$ cat config.mk
export PLATFORM = sky130hd
export DESIGN_NAME = zbt_port_arbiter
export DESIGN_NICKNAME = d
export VERILOG_FILES = /design/src/rtl/zbt_port_arbiter.sv
export SDC_FILE = /design/constraint.sdc
export NUM_CORES = 1
export LEC_CHECK = 0
export ABC_CLOCK_PERIOD_IN_PS = 4200
export BUFFER_PORTS_ARGS = -buffer_cell sky130_fd_sc_hd__buf_4
export CAP_MARGIN = 30
export CORE_MARGIN = 2
export CORE_UTILIZATION = 30
export DETAILED_ROUTE_END_ITERATION = 6
export PLACE_DENSITY_LB_ADDON = 0.1
export SLEW_MARGIN = 40
export SYNTH_ARGS = -nofsm -noshare
export SYNTH_HDL_FRONTEND = slang
export SYNTH_SLANG_ARGS = --single-unit
$ cat constraint.sdc
create_clock -name clock -period 4.2 [get_ports clock]
set_clock_uncertainty 0.1 [all_clocks]
set_input_delay 0.21 -clock clock [delete_from_list [all_inputs] [get_ports clock]]
set_output_delay 0.21 -clock clock [all_outputs]
set_load 0.03 [all_outputs]
$ cat src/rtl/zbt_port_arbiter.sv
// Four-way arbiter sharing one ZBT SRAM port between the pixel engines.
// Grants one flag/done access per cycle and routes pipelined read data back to its requester.
module zbt_port_arbiter #(
  parameter int LOG_ADDR     = 19,
  parameter int LOG_MEM      = 36,
  parameter int READ_LAT     = 2,
  parameter int VGA_PRIORITY = 1,
  parameter int MAX_WAIT     = 16
) (
  input  logic                  clock,
  input  logic                  reset,
  input  logic [3:0]            req_flag,
  input  logic [3:0]            req_wr,
  input  logic [4*LOG_ADDR-1:0] req_addr,
  input  logic [4*LOG_MEM-1:0]  req_data,
  output logic [3:0]            done,
  output logic [3:0]            rd_valid,
  output logic [LOG_MEM-1:0]    rd_data,
  output logic [LOG_ADDR-1:0]   mem_addr,
  output logic [LOG_MEM-1:0]    mem_write,
  output logic                  mem_wr,
  input  logic [LOG_MEM-1:0]    mem_read
);

  localparam int WAIT_W = $clog2(MAX_WAIT + 1);

  logic [1:0]                        rr_ptr_r;
  logic [WAIT_W-1:0]                 wait_r [3];
  logic [READ_LAT-1:0]               tag_v_r;
  logic [READ_LAT-1:0][1:0]          tag_id_r;

  logic [3:0]          elig_s;
  logic [3:0]          rot_s;
  logic [2:0]          forced_vec_s;
  logic [1:0]          forced_id_s;
  logic [1:0]          rr_id_s;
  logic                gnt_valid_s;
  logic [1:0]          gnt_id_s;
  logic [LOG_ADDR-1:0] addr_a_s [4];
  logic [LOG_MEM-1:0]  data_a_s [4];

  // Index of the lowest set bit; zero when nothing is set.
  function automatic logic [1:0] first_set(input logic [3:0] v);
    casez (v)
      4'b???1: first_set = 2'd0;
      4'b??10: first_set = 2'd1;
      4'b?100: first_set = 2'd2;
      4'b1000: first_set = 2'd3;
      default: first_set = 2'd0;
    endcase
  endfunction

  // Rotate right so that bit j of the result is v[(r + j) mod 4].
  function automatic logic [3:0] rotate_from(input logic [3:0] v, input logic [1:0] r);
    case (r)
      2'd0:    rotate_from = v;
      2'd1:    rotate_from = {v[0], v[3:1]};
      2'd2:    rotate_from = {v[1:0], v[3:2]};
      2'd3:    rotate_from = {v[2:0], v[3]};
      default: rotate_from = v;
    endcase
  endfunction

  // Unpack per-requester address and data buses.
  always_comb begin
    for (int i = 0; i < 4; i++) begin
      addr_a_s[i] = req_addr[i*LOG_ADDR +: LOG_ADDR];
      data_a_s[i] = req_data[i*LOG_MEM +: LOG_MEM];
    end
  end

  // A requester whose done is high this cycle is masked so a held flag is not granted twice.
  assign elig_s = req_flag & ~done;

  // Candidate selection: starved requesters first, then vga priority, then round robin.
  always_comb begin
    for (int i = 0; i < 3; i++) begin
      forced_vec_s[i] = elig_s[i] && (wait_r[i] == WAIT_W'(MAX_WAIT));
    end
    forced_id_s = first_set({1'b0, forced_vec_s});
    rot_s       = rotate_from(elig_s, rr_ptr_r);
    rr_id_s     = rr_ptr_r + first_set(rot_s);
    if (forced_vec_s != 3'b000) begin
      gnt_valid_s = 1'b1;
      gnt_id_s    = forced_id_s;
    end else if ((VGA_PRIORITY != 0) && elig_s[3]) begin
      gnt_valid_s = 1'b1;
      gnt_id_s    = 2'd3;
    end else if (elig_s != 4'b0000) begin
      gnt_valid_s = 1'b1;
      gnt_id_s    = rr_id_s;
    end else begin
      gnt_valid_s = 1'b0;
      gnt_id_s    = 2'd0;
    end
  end

  // Issue the granted access onto the ZBT port and pulse its done.
  always_ff @(posedge clock) begin
    if (reset) begin
      done      <= 4'b0000;
      mem_addr  <= {LOG_ADDR{1'b0}};
      mem_write <= {LOG_MEM{1'b0}};
      mem_wr    <= 1'b0;
      rr_ptr_r  <= 2'd0;
    end else if (gnt_valid_s) begin
      done      <= 4'b0001 << gnt_id_s;
      mem_addr  <= addr_a_s[gnt_id_s];
      mem_write <= data_a_s[gnt_id_s];
      mem_wr    <= req_wr[gnt_id_s];
      rr_ptr_r  <= gnt_id_s + 2'd1;
    end else begin
      done      <= 4'b0000;
      mem_wr    <= 1'b0;
    end
  end

  // Starvation counters for the non-vga requesters.
  always_ff @(posedge clock) begin
    for (int i = 0; i < 3; i++) begin
      if (reset) begin
        wait_r[i] <= {WAIT_W{1'b0}};
      end else if (!req_flag[i] || (gnt_valid_s && (gnt_id_s == 2'(i)))) begin
        wait_r[i] <= {WAIT_W{1'b0}};
      end else if (elig_s[i] && (wait_r[i] != WAIT_W'(MAX_WAIT))) begin
        wait_r[i] <= wait_r[i] + WAIT_W'(1);
      end else begin
        wait_r[i] <= wait_r[i];
      end
    end
  end

  // Read tags travel alongside the ZBT pipeline so returning data finds its owner.
  always_ff @(posedge clock) begin
    if (reset) begin
      tag_v_r  <= {READ_LAT{1'b0}};
      tag_id_r <= {(2*READ_LAT){1'b0}};
    end else begin
      tag_v_r[0]  <= gnt_valid_s && !req_wr[gnt_id_s];
      tag_id_r[0] <= gnt_id_s;
      for (int k = 1; k < READ_LAT; k++) begin
        tag_v_r[k]  <= tag_v_r[k-1];
        tag_id_r[k] <= tag_id_r[k-1];
      end
    end
  end

  // Capture returning read data; rd_data holds between returns.
  always_ff @(posedge clock) begin
    if (reset) begin
      rd_valid <= 4'b0000;
      rd_data  <= {LOG_MEM{1'b0}};
    end else if (tag_v_r[READ_LAT-1]) begin
      rd_valid <= 4'b0001 << tag_id_r[READ_LAT-1];
      rd_data  <= mem_read;
    end else begin
      rd_valid <= 4'b0000;
      rd_data  <= rd_data;
    end
  end

endmodule
==> metrics.txt, run 1 <==
drt pass-1 iters 4; status finished clean; Hold Path Depth 3; most frequent cell after synthesis mux2i_1; ANT cells 0; met2 GRT Util 37.5%; leading area contributor after synthesis dfxtp_1; routed length per instance 17.0 um; Max-cap violations 0; commonest cells in the synthesized netlist 148 x mux2i_1, 108 x dfxtp_1, 65 x nand2_1, 64 x nor2_1, 30 x o221ai_2; Cells after Synth 597; yosys synthesis warning count 0; GRT overflow 0; CTS tree built; Vias 6543; power per cell area 689 mW/mm2; CP Class register to register; Die ar. 0.0220 mm2; DRC viols 0; CTS Buf Count 17; number of synthesized flops with an enable pin 15; vias in the first global route 6955; gr usage total 21.2%; Fin. Hold Viols 0; CP cell instances nor2b_1, nor3_1, a311oi_1, o21ai_0, ha_1, o22ai_1, a21oi_4, buf_12, buf_12, mux2i_1, dlygate4sd3_1, o221ai_1, dlygate4sd3_1; DIE WIDTH 148 um; GRT busiest layer met2; CP Capture Type register; Synth Area in XOR/XNOR 1.40%; Min Clock Period, post-route 3940 ps; layout cell share with drive strength beyond 1 40.2%; arrival time at the worst endpoint 4150 ps; FMAX 0.254 GHz; fraction of synthesized area in multiplexers 23.7%; final worst-path cycle share 93.7%; # clock sinks 123; main combinational cell family by area after synthesis multiplexers; Top FF cell, synth dfxtp_1; worst-path maximum fanout 39; max_slew headroom 53.1%; CP Launch Type register; die height 148 um; Place WS 824 ps; met3 usage 7.36%; Worst Max-Slew Pin Slew 697 ps; ys async rst share 0%; Core Rows 52; R2R cell count 13; post-synthesis simple-gate area fraction 12.8%; setup ws final 264 ps; Placed Area 0.00925 mm2; Peak VDD IR 0.349 mV; WHS Endpoint mem_write[1]; Final Util 56.2%; clk_lat worst skew 430 ps; final setup vio count 0; reg-to-reg endpoint mem_addr[0]; worst reg2reg startpoint done[2]; post-route cell area 0.0114 mm2; first-pass GRT wire length 36.1 mm; hold wc startpoint req_data[1]; synthesized cell area 0.00625 mm2; Layout area overhead 83.1%; input/output buffers 365; Leakage 0.00539 uW; # IOs 366; sequential area share after synthesis 41.8%; Synth Register Bits 123; worst hold path type input pin to register; DRT antenna net count 0; worst reg2reg setup slack 260 ps; H-tree depth 4; syn nets 873; detailed-route vias per instance 4.72; Longest Clk Path Bufs 2; Root Driver clkbuf_16; final wirelength 23.5 mm; met1 Use GR 22.6%; Worst-path clk slew 60 ps; Iter 0 DRT Violations 251; worst path required time 4410 ps; ranking of synthesized cells by area dfxtp_1 35%, mux2i_1 24%, edfxtp_1 7.2%, o221ai_2 7.2%, nand2_1 3.9%; slowest stage delay, CP 580 ps; Pins Over Slew Limit 0; initial core utilization 30.7%; synthesized area per cell 10.5 um2; pin count of the biggest net entering global routing 57; hold slack 5.49 ps; GP Congestion 0.818; hpwl dp 16.7 mm; antenna violations before repair 0; NumNets Final 1380; adder-cell share of the synthesized area 2.00%; Yosys top cell area share 34.6%; post-synthesis cell type count 48; CP max stage cell dlygate4sd3_1; Core ar. 0.0204 mm2; Synth Area in Compound Gates 13.8%
## cell usage in the layout, fill, tap and decap left out, types with 15 or more instances in the layout
master	instances
o221ai_1	24
edfxtp_1	15
nand2_1	64
dlygate4sd3_1	158
mux2i_1	148
o221ai_2	30
dfxtp_1	107
nor2_1	63
clkbuf_16	18
buf_4	368
## layout make-up
cell class / instances / area, um2
inverter: 11 / 41.3
tap: 270 / 338
clock buffer: 18 / 450
multi-input combinational: 419 / 3380
clock inverter: 14 / 148
sequential: 123 / 2620
fill: 1810 / 8930
timing repair buffer: 532 / 4460
## worst max-delay path, delay by kind of cell (launching register included)
kind	cells	cell delay (ps)
AOI/OAI and AO/OA	5	780
buffers and inverters	4	1630
DFF	1	320
adders and majority gates	1	280
and+or+nand+nor	2	440
muxes	1	210
## metrics by stage
stage               total power, uW  std cells  TNS [ps]
detailed placement             5790       1196         0
finish                         7880       1387         0
global placement               5770       1195         0
floorplan                      4570        597         0
global route                   8370       1387    -0.838
CTS                            7920       1386         0
## repair_timing
action,in CTS,in global routing
resized for setup,0,1
setup buffers,0,1
endpoints found under the hold margin,87,0
endpoints found under the setup margin,0,22
hold buffers,158,0
## state kept, by name, summed over array words and instances, names as in the netlist
| signal | cells |
|---|---|
| done | 4 |
| mem_addr | 19 |
| rd_data | 36 |
| rd_valid | 4 |
| tag_v_r | 2 |
| mem_wr | 1 |
| rr_ptr_r | 2 |
| wait_r | 15 |
| mem_write | 36 |
| tag_id_r | 4 |
## power breakdown
group / switching [uW] / internal, uW / leakage, uW
sequential: 267 / 1560 / 0.00107
combinational: 2270 / 2300 / 0.00402
clock: 622 / 873 / 0.000297
total: 3160 / 4730 / 0.00539
## metal layers
metal  routed length (um)  share of wire (%)
met1                 8880                 38
met5                    0                  0
met3                 1730                7.4
met4                  891                3.8
met2                12000                 51
## worst max path at each step
| stage | start | endpoint |
|---|---|---|
| final | done[2] | mem_addr[0] |
| after global routing | done[2] | mem_addr[0] |
| after CTS | done[1] | mem_addr[6] |
| after detailed placement | done[1] | wait_r[0][3] |
| after global placement | done[1] | wait_r[0][3] |
| after floorplan | done[1] | wait_r[0][0] |
## logic make-up after synthesis
logic type / after synthesis
and+or+nand+nor: 172
muxes: 148
DFF: 123
AOI/OAI and AO/OA: 79
buffers and inverters: 55
xor gates and xnor gates: 10
adders and majority gates: 10
Note: power is estimated with default switching activity, not from simulation.
==> inputs of run 2 (changes only) <==
- BUFFER_PORTS_ARGS: -buffer_cell sky130_fd_sc_hd__buf_4 -> not set
- CAP_MARGIN: 30 -> 20
- CORE_AREA: not set -> 2 2 140 142
- CORE_MARGIN: 2 -> not set
- CORE_UTILIZATION: 30 -> not set
- DIE_AREA: not set -> 0 0 142 144
- DONT_BUFFER_PORTS: not set -> 1
==> run 2 against run 1 <==
Against the previous run: the run now fails in clock tree synthesis; synthesized area stayed put; synthesized cell count unchanged.
==> metrics.txt, run 2 <==
H-tree depth 4 (unchanged); most frequent cell after synthesis mux2i_1 (unchanged); sequential area share after synthesis 41.8% (unchanged); initial core utilization 32.7% (was 30.7%); Cells after DPL 796 (was 1196); Core Rows 51 (was 52); Synth Register Bits 123 (unchanged); # clock sinks 123 (unchanged); Yosys top cell area share 34.6% (unchanged); Failed at clock tree synthesis; Post-CTS Setup Bufs 0 (unchanged); leading area contributor after synthesis dfxtp_1 (unchanged); Longest Clk Path Bufs 2 (unchanged); post-synthesis cell type count 48 (unchanged); GP Congestion 0.753 (was 0.818); Root Driver clkbuf_16 (unchanged); Placed Area 0.00643 mm2 (was 0.00925 mm2); ys async rst share 0% (unchanged); DIE WIDTH 142 um (was 148 um); die height 144 um (was 148 um); hpwl dp 12.9 mm (was 16.7 mm); commonest cells in the synthesized netlist 148 x mux2i_1, 108 x dfxtp_1, 65 x nand2_1, 64 x nor2_1, 30 x o221ai_2 (unchanged); cts hold-fix bufs 168 (was 158); synthesized area per cell 10.5 um2 (unchanged); number of synthesized flops with an enable pin 15 (unchanged); Top FF cell, synth dfxtp_1 (unchanged); # IOs 366 (unchanged); status did not finish (was finished clean); error msg [ERROR RSZ-0060] Max buffer count reached.; ranking of synthesized cells by area dfxtp_1 35%, mux2i_1 24%, edfxtp_1 7.2%, o221ai_2 7.2%, nand2_1 3.9% (unchanged); synthesized cell area 0.00625 mm2 (unchanged); syn nets 873 (unchanged); yosys synthesis warning count 0 (unchanged); CTS Buf Count 17 (unchanged); input/output buffers 0 (was 365); PostCTS Resize Cnt 0 (unchanged); Cells after Synth 597 (unchanged)
run 2: cell counts after synthesis:
No cell type changed its count.
run 2: metrics by stage:
step / util [%] / worst slack [ps]
after detailed placement: 33.7 / 573
after global placement: 33.6 / 670
after floorplan: - / 932
run 2: cell families after synthesis:
group	count (synthesis)	share of synthesized area, %
simple gates	172	12.8
mux	148	23.7
flops	123	41.8
compound gates	79	13.8
buf+inv	55	4.47
xor+xnor	10	1.40
fa+ha+maj	10	2.00
==> inputs of run 3 (changes only) <==
- CORE_AREA: 2 2 140 142 -> 2 2 144 146
- DIE_AREA: 0 0 142 144 -> 0 0 146 148
- PLACE_DENSITY_LB_ADDON: 0.1 -> 0.15
==> run 3 against run 2 <==
Against the previous run: the run again fails in clock tree synthesis; synthesized cell count unchanged; synthesized area unchanged.
==> metrics.txt, run 3 <==
commonest cells in the synthesized netlist 148 x mux2i_1, 108 x dfxtp_1, 65 x nand2_1, 64 x nor2_1, 30 x o221ai_2 (unchanged); die height 148 um (was 144 um); number of synthesized flops with an enable pin 15 (unchanged); status did not finish (unchanged); hpwl dp 13.0 mm (was 12.9 mm); initial core utilization 31.2% (was 32.7%); leading area contributor after synthesis dfxtp_1 (unchanged); Top FF cell, synth dfxtp_1 (unchanged); Cells after Synth 597 (unchanged); synthesized area per cell 10.5 um2 (unchanged); GP Congestion 0.779 (was 0.753); Cells after DPL 829 (was 796); Failed at clock tree synthesis (unchanged); sequential area share after synthesis 41.8% (unchanged); Longest Clk Path Bufs 2 (unchanged); Yosys top cell area share 34.6% (unchanged); # clock sinks 123 (unchanged); input/output buffers 0 (unchanged); PostCTS Resize Cnt 0 (unchanged); Root Driver clkbuf_16 (unchanged); Core Rows 52 (was 51); DIE WIDTH 146 um (was 142 um); syn nets 873 (unchanged); ys async rst share 0% (unchanged); Synth Register Bits 123 (unchanged); error msg [ERROR RSZ-0060] Max buffer count reached. (unchanged); Post-CTS Setup Bufs 0 (unchanged); yosys synthesis warning count 0 (unchanged); post-synthesis cell type count 48 (unchanged); ranking of synthesized cells by area dfxtp_1 35%, mux2i_1 24%, edfxtp_1 7.2%, o221ai_2 7.2%, nand2_1 3.9% (unchanged); CTS Buf Count 17 (unchanged); H-tree depth 4 (unchanged); # IOs 366 (unchanged); cts hold-fix bufs 173 (was 168); synthesized cell area 0.00625 mm2 (unchanged); most frequent cell after synthesis mux2i_1 (unchanged)
## run 3: cell counts after synthesis
No cell type changed its count.
## run 3: per-stage QoR
step                      instance area, um2  setup WS, ps  util, %
after floorplan                         6250           932        -
after global placement                  6430           673     32.1
after detailed placement                6450           544     32.2
## run 3: logic make-up after synthesis
kind of cell / Yosys count / synth area share, %
adders and majority gates: 10 / 2.00
AOI/OAI and AO/OA: 79 / 13.8
and+or+nand+nor: 172 / 12.8
muxes: 148 / 23.7
DFF: 123 / 41.8
buffers and inverters: 55 / 4.47
xor gates and xnor gates: 10 / 1.40
